`config.mk`:
```
export PLATFORM = sky130hd
export DESIGN_NAME = version_store_ctrl
export DESIGN_NICKNAME = d
export VERILOG_FILES = /design/src/rtl/version_store_ctrl.sv
export SDC_FILE = /design/constraint.sdc
export NUM_CORES = 1
export LEC_CHECK = 0
export CAP_MARGIN = 10
export CORE_ASPECT_RATIO = 0.9
export CORE_MARGIN = 4
export CORE_UTILIZATION = 40
export CTS_CLUSTER_DIAMETER = 30
export DETAILED_ROUTE_END_ITERATION = 8
export GPL_ROUTABILITY_DRIVEN = 1
export HOLD_SLACK_MARGIN = 0.06
export PLACE_DENSITY = 0.76
export SYNTH_ARGS = -nofsm -noshare
export SYNTH_HDL_FRONTEND = slang
export SYNTH_SLANG_ARGS = --single-unit
```
`constraint.sdc`:
```
create_clock -name clk -period 2.7 [get_ports clk]
set_clock_uncertainty 0.15 [all_clocks]
set_input_delay 0.54 -clock clk [delete_from_list [all_inputs] [get_ports clk]]
set_output_delay 0.54 -clock clk [all_outputs]
set_load 0.1 [all_outputs]
```
`src/rtl/version_store_ctrl.sv`:
```
`timescale 1ns/1ps
// version_store_ctrl: four-slot versioned store in front of priorityRouter.
// Writes take the next version tag and replace the oldest slot; reads do an
// exact-match lookup through the router and return the result over a handshake.
module version_store_ctrl #(
   parameter int BLOCK_SIZE = 4,
   parameter int DATA_WIDTH = 32
) (
   input  logic                  clk,
   input  logic                  rst,
   input  logic                  wrValid,
   output logic                  wrReady,
   input  logic [DATA_WIDTH-1:0] wrData,
   input  logic                  rdValid,
   output logic                  rdReady,
   input  logic [BLOCK_SIZE-1:0] rdVersion,
   output logic                  respValid,
   input  logic                  respReady,
   output logic                  respHit,
   output logic [DATA_WIDTH-1:0] respData,
   output logic [BLOCK_SIZE-1:0] curVersion,
   output logic [2:0]            slotCount,
   output logic [BLOCK_SIZE-1:0] version0,
   output logic [BLOCK_SIZE-1:0] version1,
   output logic [BLOCK_SIZE-1:0] version2,
   output logic [BLOCK_SIZE-1:0] version3,
   output logic [DATA_WIDTH-1:0] dataIn0,
   output logic [DATA_WIDTH-1:0] dataIn1,
   output logic [DATA_WIDTH-1:0] dataIn2,
   output logic [DATA_WIDTH-1:0] dataIn3,
   output logic [BLOCK_SIZE-1:0] readVersion,
   input  logic [DATA_WIDTH-1:0] dataOut
);

   typedef enum logic [1:0] {IDLE, LOOKUP, RESP} stateE;

   stateE                 state;
   stateE                 nextState;
   logic                  slotValid [4];
   logic [BLOCK_SIZE-1:0] slotTag   [4];
   logic [DATA_WIDTH-1:0] slotData  [4];
   logic [1:0]            wrPtr;
   logic                  wrFire;
   logic                  rdFire;
   logic                  hit;

   assign wrFire = wrValid && wrReady;
   assign rdFire = rdValid && rdReady;

   assign version0 = slotTag[0];
   assign version1 = slotTag[1];
   assign version2 = slotTag[2];
   assign version3 = slotTag[3];
   assign dataIn0  = slotData[0];
   assign dataIn1  = slotData[1];
   assign dataIn2  = slotData[2];
   assign dataIn3  = slotData[3];

   // State register
   always_ff @(posedge clk) begin
      if (rst) state <= IDLE;
      else     state <= nextState;
   end

   // Next-state logic: one lookup cycle, then hold the response until consumed
   always_comb begin
      nextState = state;
      case (state)
         IDLE:    if (rdFire) nextState = LOOKUP;
         LOOKUP:  nextState = RESP;
         RESP:    if (respReady) nextState = IDLE;
         default: nextState = IDLE;
      endcase
   end

   // Handshake outputs; writes are blocked only while the lookup samples the slots
   always_comb begin
      rdReady = (state == IDLE);
      wrReady = (state != LOOKUP);
   end

   // Hit is decided by the valid mask so stale tag-0 slots never match
   always_comb begin
      hit = 1'b0;
      for (int i = 0; i < 4; i++)
         hit = hit | (slotValid[i] && (slotTag[i] == readVersion));
   end

   // Slot storage: commit overwrites the oldest slot with the next version tag
   always_ff @(posedge clk) begin
      if (rst) begin
         for (int i = 0; i < 4; i++) begin
            slotValid[i] <= 1'b0;
            slotTag[i]   <= '0;
            slotData[i]  <= '0;
         end
         wrPtr      <= 2'd0;
         curVersion <= '0;
         slotCount  <= 3'd0;
      end else if (wrFire) begin
         slotValid[wrPtr] <= 1'b1;
         slotTag[wrPtr]   <= curVersion + BLOCK_SIZE'(1);
         slotData[wrPtr]  <= wrData;
         curVersion       <= curVersion + BLOCK_SIZE'(1);
         wrPtr            <= wrPtr + 2'd1;
         if (slotCount != 3'd4) slotCount <= slotCount + 3'd1;
      end
   end

   // Read path: latch the tag on accept, register the router result, hold until consumed
   always_ff @(posedge clk) begin
      if (rst) begin
         readVersion <= '0;
         respValid   <= 1'b0;
         respHit     <= 1'b0;
         respData    <= '0;
      end else begin
         if (rdFire) readVersion <= rdVersion;
         if (state == LOOKUP) begin
            respValid <= 1'b1;
            respHit   <= hit;
            respData  <= hit ? dataOut : '0;
         end else if ((state == RESP) && respReady) begin
            respValid <= 1'b0;
         end
      end
   end

endmodule

```
* Yosys cells after proc, flatten, opt, wreduce, memory -nomap -nowiden
Memories as Yosys holds them, arrays and structs flattened.
Index checks and enable logic that the tools add are counted.
** Storage, ports and cells
- Memories kept :: 3
- Logic and storage cells :: 61
- Output and inout port bits :: 191
- Memory bits (writable) :: 148
- ROM bits :: 0
- Input bits :: 73
- Latch bits :: 0
- Register bits :: 49
** Memories
- slotData :: words 4, width 32, rd ports 4, clocked after Yosys merged registers in 0, wr ports 4, RTL line 41 : logic [DATA_WIDTH-1:0] slotData [4];
- slotTag :: words 4, width 4, rd ports 4, clocked after Yosys merged registers in 0, wr ports 4, RTL line 40 : logic [BLOCK_SIZE-1:0] slotTag [4];
- slotValid :: words 4, width 1, rd ports 4, clocked after Yosys merged registers in 0, wr ports 4, RTL line 39 : logic slotValid [4];
** Cells by class
- Div/mod/pow operators :: 0
- Bitwise operators :: 3
- Shift operators :: 0
- $mul :: 0
- Reduce and logical (&&, ||, !) cells :: 14
- Mux-type cells :: 20
- Order comparisons :: 0
- Eq/ne operators :: 10
- Add/subtract/negate cells :: 3
** Operator list (number)
- 32-bit two-way mux :: 2
- 32-bit OR reduction :: 1
- 4-bit equality test :: 4
- 1-bit two-way mux :: 11
- 2-bit two-way mux :: 5
- 1-bit logical AND :: 7
- 2-bit one-hot mux with 3 select lines :: 1
- 4-bit by 1-bit adder with 4-bit output, second input constant :: 1
- 4-bit two-way mux :: 1
- 2-bit by 1-bit != test with 1-bit output, second input constant :: 2
- 2-bit AND reduction :: 2
- 4-bit OR reduction :: 1
- 3-bit by 1-bit adder with 3-bit output, second input constant :: 1
- 3-bit != test, second input constant :: 1
- 1-bit OR :: 3
- 2-bit by 1-bit adder with 2-bit output, second input constant :: 1
- 2-bit by 1-bit equality test with 1-bit output, second input constant :: 1
- 2-bit equality test, second input constant :: 1
- 2-bit zero test :: 1
- 2-bit != test, second input constant :: 1
- 2-bit nonzero test :: 1
- 1-bit OR reduction :: 1

* Longest topological paths before layout
- Word-level depth :: 7
- Mapped depth :: 8
- Mapped depth without buffers :: 6

* Least setup slack after synthesis
No wires, ideal clock.
- Path type :: reg-to-reg
- Start point :: register state[1]
- End point :: memory slotData[0][0] (enable)
- Slack :: -168 ps
- Path buffers :: 1
- Cell stages (with the launch flop) :: 7
- Data arrival time :: 2318 ps
- Required time :: 2150 ps
- Clock period less this slack :: 2868 ps
- Path through :: dfxtp_1 > nand2b_4 > and2b_1 > buf_6 > nand2_1 > or3_4 > nand2b_1
** RTL lines
- from (decl) :: RTL line 37 : stateE state;
- from (signal assigned) :: RTL line 62 : else state <= nextState;
- to (decl) :: RTL line 41

==> results.json <==
{
  "drt-initial-drc-count": 257,
  "cts_resized": 0,
  "min_path_cells": 1,
  "cp_slowest_cell": "clkdlybuf4s50_1",
  "relSlewSlack_pct": 69.3,
  "cellPowerDensity_nw_per_um2": 782,
  "cts_sinks": 197,
  "timing.final.crit_period_ps": 2150,
  "dp_slack_ps": 161,
  "netlist-cell-type-count": 38,
  "numCtsBuffers": 17,
  "tightest_slew_ps": 461,
  "core_um2": 17700,
  "cp_num_buf_inv": 3,
  "viasPerCell": 4.68,
  "crit_fanout": 13,
  "final_antenna_net_count": 0,
  "overflow": 0,
  "path_class": "input pin to flip-flop",
  "grt_util_all_layers_pct": 18.7,
  "dieArea_um2": 20400,
  "ys_seq_elements": 197,
  "finalHoldViolCount": 0,
  "grt_start_max_net_pins": 37,
  "met2_usage_pct": 32.2,
  "status": "completed",
  "synthToLayoutAreaGrowth_pct": 43.0,
  "synth_ff_type": "edfxtp_1",
  "hpwl_mm": 13.7,
  "start_util_pct": 41.0,
  "cp_common_cell": "buf_4",
  "synth_edf_count": 148,
  "avgSynthCellArea_um2": 13.9,
  "grt_pass1_wl_mm": 28.3,
  "r2r_start": "readVersion[3]",
  "cpPeakStageDelay_ps": 490,
  "start_kind": "input pin",
  "use_met3_pct": 8.67,
  "fill_cells": 1449,
  "hp-start": "respHit",
  "setup_slack_ps": 555,
  "seq_area_um2": 5430,
  "rsz0062_at_grt": "no",
  "min_to": "respHit",
  "leakagePower_nw": 4.54,
  "synth_cells": 522,
  "grt_pass1_vias": 5002,
  "drc": 0,
  "multi_input_area_um2": 1520,
  "drv_slew": 0,
  "use_met1_pct": 20.7,
  "num_rows": 46,
  "die_w_um": 150,
  "path_delay_family": "buffers and inverters",
  "endpoint_kind": "flip-flop",
  "path_clk_slew_ps": 70,
  "drv_cap": 0,
  "vdd_drop_max_mv": 0.412,
  "r2r_slack_ps": 560,
  "reg2reg_depth": 6,
  "cts.htree.levels": 4,
  "wl_per_cell_um": 18.2,
  "layout.nets": 871,
  "vias": 4900,
  "drive_gt1_share_pct": 32.1,
  "setup_violations": 0,
  "n_antenna_cell": 0,
  "worst_ep_arrival_time_ps": 2160,
  "crit_chain": "clkdlybuf4s50_1 -> and2b_1 -> nand2_1 -> buf_4 -> nor2_1 -> or2_2 -> buf_4",
  "postCtsHoldBufs": 0,
  "first_pass_iters": 4,
  "cts_setup_buffers": 0,
  "io_pins": 264,
  "async_reset_ff_share_pct": 0,
  "hold_class": "flip-flop to flip-flop",
  "power_mw": 8.12,
  "drt_wl_total_mm": 19.1,
  "place.gp.congestion": 0.772,
  "antenna_found_initial": 1,
  "cp_data_required_time_ps": 2720,
  "busiest_layer": "met2",
  "clk_latency_ps": 420,
  "yosysSeqAreaShare_pct": 74.7,
  "tns_ps": 0,
  "ys_warn_count": 0,
  "cts_tree": "yes",
  "rr_endpoint": "respData[27]",
  "max_clock_freq_ghz": 0.466,
  "port_buffers": 263,
  "die_h_um": 136,
  "root_buffer": "clkbuf_16",
  "fin_crit_sh_pct": 79.4,
  "clock_path_buffers": 2,
  "netlist_area_um2": 7260,
  "syn-num-nets": 598
}
==> layout by cell type, fill, tap and decap left out, drive strengths merged, types with 2 or more instances in the layout <==
cell and instances:
nor2 85, xnor2 8, xor2 14, a22o 32, mux2i 5, clkinv 7, nor3 11, clkbuf 17
clkdlybuf4s50 72, buf 212, a21o 3, nand2b 4, a21oi 3, nand3 3, or2 2, dfxtp 49
and2 35, nand2 39, inv 40, nor2b 2, ha 3, bufinv 4, edfxtp 148
==> metrics by stage <==
stage / cell area, um^2 / std cells / utilization [%] / hold slack (ps)
after global placement: 9760 / 1016 / 55.1 / 293
after global routing: 10400 / 1048 / 58.6 / 344
after detailed placement: 9760 / 1016 / 55.1 / 316
after CTS: 10400 / 1048 / 58.6 / 334
final: 10400 / 1048 / 58.6 / 328
after floorplan: 7270 / 522 / - / 386
==> cell usage after synthesis (all sizes together) (2+ instances only) <==
cell    instances  area, um^2
dfxtp          49         981
clkbuf         16        62.6
a21oi           3        15.0
a21o            3        23.8
nand3           3        15.0
nor2           85         319
buf            13         114
edfxtp        148        4440
ha              3        37.5
inv            36         135
and2           35         219
a22o           32         284
xor2           14         123
nand2b          4        32.5
nor2b           2        12.5
nand2          39         146
xnor2           8        70.1
nor3           11        55.1
or2             2        12.5
mux2i           5        50.1
==> final cells by class <==
cell class	instances	area share [%]
clock buffer	17	4.10
timing repair buffer	284	22.9
inverter	37	1.34
clock inverter	15	1.93
tap	240	2.89
multi-input combinational	258	14.6
sequential	197	52.2
==> worst max-delay path by stage <==
stage,cells after the start,to,start
floorplan,5,readVersion[0],state[0]
global placement,7,slotData[2][9],rst
detailed placement,7,slotData[2][9],rst
CTS,6,respData[27],readVersion[3]
global route,6,respData[5],readVersion[3]
finish,7,slotData[2][11],rst
==> flip-flops by register name (all words and copies together), names as in the netlist <==
register / cells
curVersion: 4
readVersion: 4
respData: 32
respHit: 1
respValid: 1
slotCount: 3
slotData: 128
slotTag: 16
slotValid: 4
state: 2
wrPtr: 2
==> layer usage <==
metal,up-vias,share of wire (%)
met5,-,0.068
met4,2,1.8
met3,24,11
met2,194,48
met1,2348,39
li1,2332,-
==> power breakdown <==
group	leakage, nW	total [mW]	internal [mW]	switching [mW]
Combinational	2.30	1.90	0.407	1.50
Clock	0.306	2.70	1.56	1.14
Sequential	1.93	3.52	3.43	0.0847
Total	4.54	8.12	5.40	2.72
==> logic make-up after synthesis <==
logic type | after synthesis | synth area share [%]
mux | 5 | 0.689
buf+inv | 67 | 4.46
fa+ha+maj | 3 | 0.517
xor+xnor | 22 | 2.65
flops | 197 | 74.7
simple gates | 186 | 11.9
compound gates | 42 | 5.12
No activity file was read; power rests on OpenSTA's default activity.
